## config.mk

```make
export PLATFORM = sky130hd
export DESIGN_NAME = normalization_controller
export DESIGN_NICKNAME = d
export VERILOG_FILES = /design/src/rtl/normalization_controller.sv
export SDC_FILE = /design/constraint.sdc
export NUM_CORES = 1
export LEC_CHECK = 0
export CORE_ASPECT_RATIO = 1.25
export CORE_MARGIN = 2
export CORE_UTILIZATION = 45
export CTS_CLUSTER_SIZE = 24
export DETAILED_ROUTE_END_ITERATION = 6
export PLACE_DENSITY = 0.74
export SLEW_MARGIN = 25
export SYNTH_ARGS = -nofsm -noshare
export SYNTH_HDL_FRONTEND = slang
export SYNTH_SLANG_ARGS = --single-unit
export TNS_END_PERCENT = 100
```

## constraint.sdc

```tcl
create_clock -name Clk -period 10.7 [get_ports Clk]
set_input_delay 1.605 -clock Clk [delete_from_list [all_inputs] [get_ports Clk]]
set_output_delay 1.605 -clock Clk [all_outputs]
set_load 0.02 [all_outputs]
```

## src/rtl/normalization_controller.sv

```systemverilog
// Streams a job of accumulator rows through the Normalization datapath into a 2-entry output FIFO.
// Reads are credit-limited so the FIFO never overflows; Done pulses after the last row leaves.
module normalization_controller #(
    parameter int IN_WIDTH   = 32,
    parameter int OUT_WIDTH  = 8,
    parameter int SA_LENGTH  = 8,
    parameter int ADDR_WIDTH = 10
) (
    input  logic                                 Clk,
    input  logic                                 Rst,
    input  logic                                 Start,
    input  logic [ADDR_WIDTH-1:0]                BaseAddr,
    input  logic [ADDR_WIDTH:0]                  NumRows,
    input  logic [7:0]                           ShiftIn,
    output logic                                 Busy,
    output logic                                 Done,
    output logic                                 AccRdEn,
    output logic [ADDR_WIDTH-1:0]                AccRdAddr,
    output logic [7:0]                           ShiftAmmount,
    input  logic signed [SA_LENGTH*OUT_WIDTH-1:0] NormOut,
    output logic signed [SA_LENGTH*OUT_WIDTH-1:0] OutData,
    output logic                                 OutValid,
    input  logic                                 OutReady,
    output logic                                 OutLast
);

    localparam int ROW_W = SA_LENGTH * OUT_WIDTH;

    if (IN_WIDTH < OUT_WIDTH) begin : g_width_check
        $error("IN_WIDTH must be at least OUT_WIDTH");
    end

    typedef enum logic [1:0] {ST_IDLE, ST_RUN, ST_DRAIN} state_t;

    state_t                state_q, state_d;
    logic [ADDR_WIDTH-1:0] rd_addr_q, rd_addr_d;
    logic [ADDR_WIDTH:0]   reads_left_q, reads_left_d;
    logic [7:0]            shift_q, shift_d;
    logic                  inflight_q, inflight_d;
    logic                  inflight_last_q, inflight_last_d;
    logic                  done_q, done_d;
    logic [1:0]            count_q, count_d;
    logic                  wr_ptr_q, wr_ptr_d;
    logic                  rd_ptr_q, rd_ptr_d;
    logic [ROW_W-1:0]      data_mem_q [2];
    logic [ROW_W-1:0]      data_mem_d [2];
    logic                  last_mem_q [2];
    logic                  last_mem_d [2];

    logic       start_ok;
    logic       rd_en;
    logic       last_read;
    logic       out_valid;
    logic       head_last;
    logic       push;
    logic       pop;
    logic [2:0] occ;

    always_comb begin
        // NOTE: every combinational output gets a default first so no path can infer a latch.
        state_d         = state_q;
        rd_addr_d       = rd_addr_q;
        reads_left_d    = reads_left_q;
        shift_d         = shift_q;
        done_d          = 1'b0;
        count_d         = count_q;
        wr_ptr_d        = wr_ptr_q;
        rd_ptr_d        = rd_ptr_q;
        data_mem_d      = data_mem_q;
        last_mem_d      = last_mem_q;

        out_valid = (count_q != 2'd0);
        head_last = last_mem_q[rd_ptr_q];
        pop       = out_valid && OutReady;
        push      = inflight_q;

        // Occupancy counts the row in flight; a same-cycle pop frees one slot.
        occ      = 3'(count_q) + 3'(inflight_q);
        start_ok = Start && (state_q == ST_IDLE) && !done_q;
        rd_en    = (state_q == ST_RUN) && ((occ - 3'(pop)) < 3'd2);
        last_read = rd_en && (reads_left_q == (ADDR_WIDTH+1)'(1));

        inflight_d      = rd_en;
        inflight_last_d = last_read;

        if (start_ok) begin
            shift_d      = ShiftIn;
            rd_addr_d    = BaseAddr;
            reads_left_d = NumRows;
            if (NumRows == '0) begin
                done_d = 1'b1;
            end
        end

        if (rd_en) begin
            rd_addr_d    = rd_addr_q + ADDR_WIDTH'(1);
            reads_left_d = reads_left_q - (ADDR_WIDTH+1)'(1);
        end

        unique case (state_q)
            ST_IDLE:  if (start_ok && NumRows != '0) state_d = ST_RUN;
            ST_RUN:   if (last_read) state_d = ST_DRAIN;
            ST_DRAIN: if (pop && head_last) state_d = ST_IDLE;
            default:  state_d = ST_IDLE;
        endcase

        if (pop && head_last) begin
            done_d = 1'b1;
        end

        // On a full FIFO the write slot equals the head being popped, so order is preserved.
        if (push) begin
            data_mem_d[wr_ptr_q] = NormOut;
            last_mem_d[wr_ptr_q] = inflight_last_q;
            wr_ptr_d             = ~wr_ptr_q;
        end
        if (pop) begin
            rd_ptr_d = ~rd_ptr_q;
        end

        unique case ({push, pop})
            2'b10:   count_d = count_q + 2'd1;
            2'b01:   count_d = count_q - 2'd1;
            default: count_d = count_q;
        endcase
    end

    // NOTE: sequential state uses non-blocking assignments so every flop samples pre-edge values.
    always_ff @(posedge Clk or posedge Rst) begin
        if (Rst) begin
            state_q         <= ST_IDLE;
            rd_addr_q       <= '0;
            reads_left_q    <= '0;
            shift_q         <= '0;
            inflight_q      <= 1'b0;
            inflight_last_q <= 1'b0;
            done_q          <= 1'b0;
            count_q         <= '0;
            wr_ptr_q        <= 1'b0;
            rd_ptr_q        <= 1'b0;
        end else begin
            state_q         <= state_d;
            rd_addr_q       <= rd_addr_d;
            reads_left_q    <= reads_left_d;
            shift_q         <= shift_d;
            inflight_q      <= inflight_d;
            inflight_last_q <= inflight_last_d;
            done_q          <= done_d;
            count_q         <= count_d;
            wr_ptr_q        <= wr_ptr_d;
            rd_ptr_q        <= rd_ptr_d;
        end
    end

    // NOTE: FIFO storage is not reset; every output derived from it is gated by occupancy.
    always_ff @(posedge Clk) begin
        data_mem_q <= data_mem_d;
        last_mem_q <= last_mem_d;
    end

    assign Busy         = (state_q != ST_IDLE) || done_q;
    assign Done         = done_q;
    assign AccRdEn      = rd_en;
    assign AccRdAddr    = rd_addr_q;
    assign ShiftAmmount = shift_q;
    assign OutValid     = out_valid;
    assign OutLast      = out_valid && head_last;
    assign OutData      = out_valid ? data_mem_q[rd_ptr_q] : '0;

endmodule

```

==> impl_metrics.py <==
metrics = {
    "logic_synthesis": {
        "yosys.cell_count.top_type": "edfxtp_1",
        "synth_edf_count": 130,
        "synth_area_um2": 6870,
        "synthArstFlopShare": 0.226,
        "synth_area_leaders": "edfxtp_1 (57%), dfrtp_1 (14%), mux2i_1 (9.5%)",
        "syn_nets": 589,
        "ys_ff_latch": 168,
        "ys_types": 53,
        "synth_cells": 488,
        "synth_commonest_cells": "edfxtp_1 (130), nor2_1 (87), mux2i_1 (65), dfrtp_1 (38), nand2_1 (36)",
        "ys_seq_area_frac": 0.706,
        "synth_top_area_cell": "edfxtp_1",
        "ys.flop_type": "edfxtp_1",
        "synth.top_cell.area_share": 0.568,
        "avgSynthCellArea_um2": 14.1,
        "yosysWarnings": 0,
    },
    "placement": {
        "dp.cells": 832,
        "gp_congestion": 0.817,
        "io_buffers": 183,
        "place_hpwl_um": 10200,
    },
    "global_route": {
        "overflow": 0,
        "grt_pass1_wl_um": 23700,
        "grt_pass1_vias": 4800,
        "grt_max_degree": 66,
        "antenna_found_initial": 0,
        "track_usage": 0.190,
    },
    "setup_path": {
        "cp.arrival_ps": 5090,
        "endpoint": "AccRdEn",
        "rr_endpoint": "AccRdAddr[5]$_DFFE_PP0P_",
        "r2r-start": "count_q[1]$_DFFE_PP0P_",
        "path_class": "primary input to output port",
        "reg2regPathDepth": 9,
        "endpoint_kind": "output port",
        "cp_common_cell": "clkdlybuf4s50_1",
        "crit_path_start": "OutReady",
        "crit_fanout": 22,
        "path_cells": "clkdlybuf4s50_1 -> nand2b_1 -> nor2_1 -> o21ai_0 -> fa_1 -> xnor2_1 -> nand2_1 -> inv_1 -> clkdlybuf4s50_1",
        "critPathSlowestCell": "clkdlybuf4s50_1",
        "max_stage_delay_ps": 740,
        "start_kind": "primary input",
        "r2r_slack_ps": 7390,
        "critical_path_required_ps": 9100,
    },
    "hold_path": {
        "hold_class": "flip-flop to flip-flop",
        "whs_path_depth": 0,
    },
    "detailed_routing": {
        "vias": 4629,
        "ant_nets": 0,
        "wl_um": 15300,
        "wl_per_cell_um": 17.7,
        "drtIter0Drc": 263,
        "met2_length_um": 7780,
        "top_layer": "met4",
        "wl_met1_um": 6270,
        "drc_errors": 0,
        "vias_per_cell": 5.36,
        "dr_wl_met3_um": 942,
        "drt_pass1_iterations": 5,
    },
    "power_and_ir_drop": {
        "vdd_drop_max_mv": 0.209,
        "p_sw_frac": 0.367,
        "p_sw_mw": 1.02,
        "combPwrFrac": 0.411,
        "seqPwrFrac": 0.368,
        "p_clk_frac": 0.220,
        "p_leak_nw": 3.55,
        "power_density_nw_per_um2": 292,
        "internal-power_mw": 1.75,
    },
    "timing": {
        "clock-skew-final_ps": 10.4,
        "worstMarginPinSlew_ps": 947,
        "fin_crit_sh": 0.626,
        "hold_ws_ps": 442,
        "timing.fmax_mhz": 149,
        "tns_ps": 0,
        "post-route-min-period_ps": 6690,
        "hold_viol": 0,
        "maxSlewViolCount": 0,
        "setup_viol": 0,
        "slew_headroom": 0.369,
        "rsz0062_at_grt": "no",
    },
    "floorplan": {
        "die_h_um": 142,
        "die_width_um": 115,
        "initial_utilization": 0.460,
        "die-area_um2": 16300,
        "core_um2": 15000,
        "num_rows": 50,
        "num_io_pins": 184,
    },
    "finish": {
        "diodes": 0,
        "syn_to_final_growth_pct": 38.1,
        "drive_gt1_frac": 0.0704,
        "layout.nets": 770,
        "layout.cells.non_filler": 864,
    },
    "clock_network": {
        "cts_setup_buffers": 0,
        "cts_tree": "yes",
        "clockRootBuffer": "clkbuf_16",
        "cts.sinks": 168,
        "hold_buffers": 0,
        "cts-buffers-inserted": 17,
        "cts_buffer_depth": 2,
        "postCtsResizedCells": 0,
        "htree_levels": 4,
        "insertion_delay_ps": 420,
        "clk_pin_slew_ps": 60,
    },
    "run": {
        "max-cap-violations": 0,
    },
    "outcome": {
        "status": "finished, final reports clean",
    },
}
cells by family after synthesis:
logic type               Yosys count  share of synthesized area
AO/OA/AOI/OAI                     48                     0.0544
AND/OR/NAND/NOR                  162                      0.107
buffers and inverters             36                     0.0224
multiplexers                      65                     0.0947
XOR/XNOR                           5                    0.00637
flip-flops                       168                      0.706
adder cells (fa/ha/maj)            4                    0.00838
worst max-delay path, delay by kind of cell:
| kind | cells | cell delay, ps |
|---|---|---|
| and+or+nand+nor | 3 | 640 |
| adders and majority gates | 1 | 440 |
| xor gates and xnor gates | 1 | 290 |
| buffers and inverters | 3 | 1930 |
| AOI/OAI and AO/OA | 1 | 160 |
sequential cells by signal, indices dropped and copies added (netlist names), 2 cells and up:
register and flops:
last_mem_q 2, count_q 2, state_q 2, data_mem_q 128
reads_left_q 11, ShiftAmmount 8, AccRdAddr 10
how the worst min path moves through the flow:
stage,start,end,slack [ps]
final,inflight_last_q$_DFF_PP0_,last_mem_q[1]$_DFFE_PP_,440
after global routing,inflight_last_q$_DFF_PP0_,last_mem_q[1]$_DFFE_PP_,460
after CTS,inflight_last_q$_DFF_PP0_,last_mem_q[1]$_DFFE_PP_,440
after detailed placement,inflight_last_q$_DFF_PP0_,last_mem_q[1]$_DFFE_PP_,430
after global placement,inflight_last_q$_DFF_PP0_,last_mem_q[0]$_DFFE_PP_,420
after floorplan,inflight_last_q$_DFF_PP0_,last_mem_q[0]$_DFFE_PP_,420
placed cells by master (no fill, tap or decap), types with 5 or more instances in the layout:
cell / n
dfrtp_1: 37
inv_1: 10
nand2_1: 36
nor3_1: 5
nand3_1: 7
a211oi_1: 5
mux2i_1: 65
o211ai_1: 6
edfxtp_1: 130
nor2_1: 86
o21ai_0: 8
clkdlybuf4s50_1: 183
clkbuf_16: 17
cell type report:
cell class | instances | area (um^2)
well taps | 182 | 228
clock buffers | 17 | 425
flip-flops and latches | 168 | 4860
repair buffers | 188 | 1890
inverters | 10 | 37.5
fillers | 1165 | 5460
clock inverters | 15 | 168
multi-input cells | 284 | 1880
power groups by stage:
stage               sequential, mW  combinational [mW]  clock (mW)
global placement              1.06                1.08           0
global route                  1.04                1.23       0.648
finish                        1.02                1.14       0.610
detailed placement            1.03                1.15           0
CTS                           1.02                1.15       0.622
floorplan                     1.02               0.669           0
metal layers:
layer / GRT usage / vias to the layer above
li1: - / 2166
met1: 0.227 / 2264
met2: 0.327 / 175
met3: 0.0498 / 24
met4: 0.0757 / 0
met5: 0 / -
through the flow:
step	cell area, um^2	total power [mW]	worst slack [ps]	utilization
floorplan	6870	1.69	5870	-
global placement	8860	2.14	4230	0.593
detailed placement	8890	2.18	4090	0.595
CTS	9490	2.80	4060	0.634
global route	9490	2.92	3790	0.635
finish	9490	2.77	4010	0.635
(Power assumes the default switching activity.)
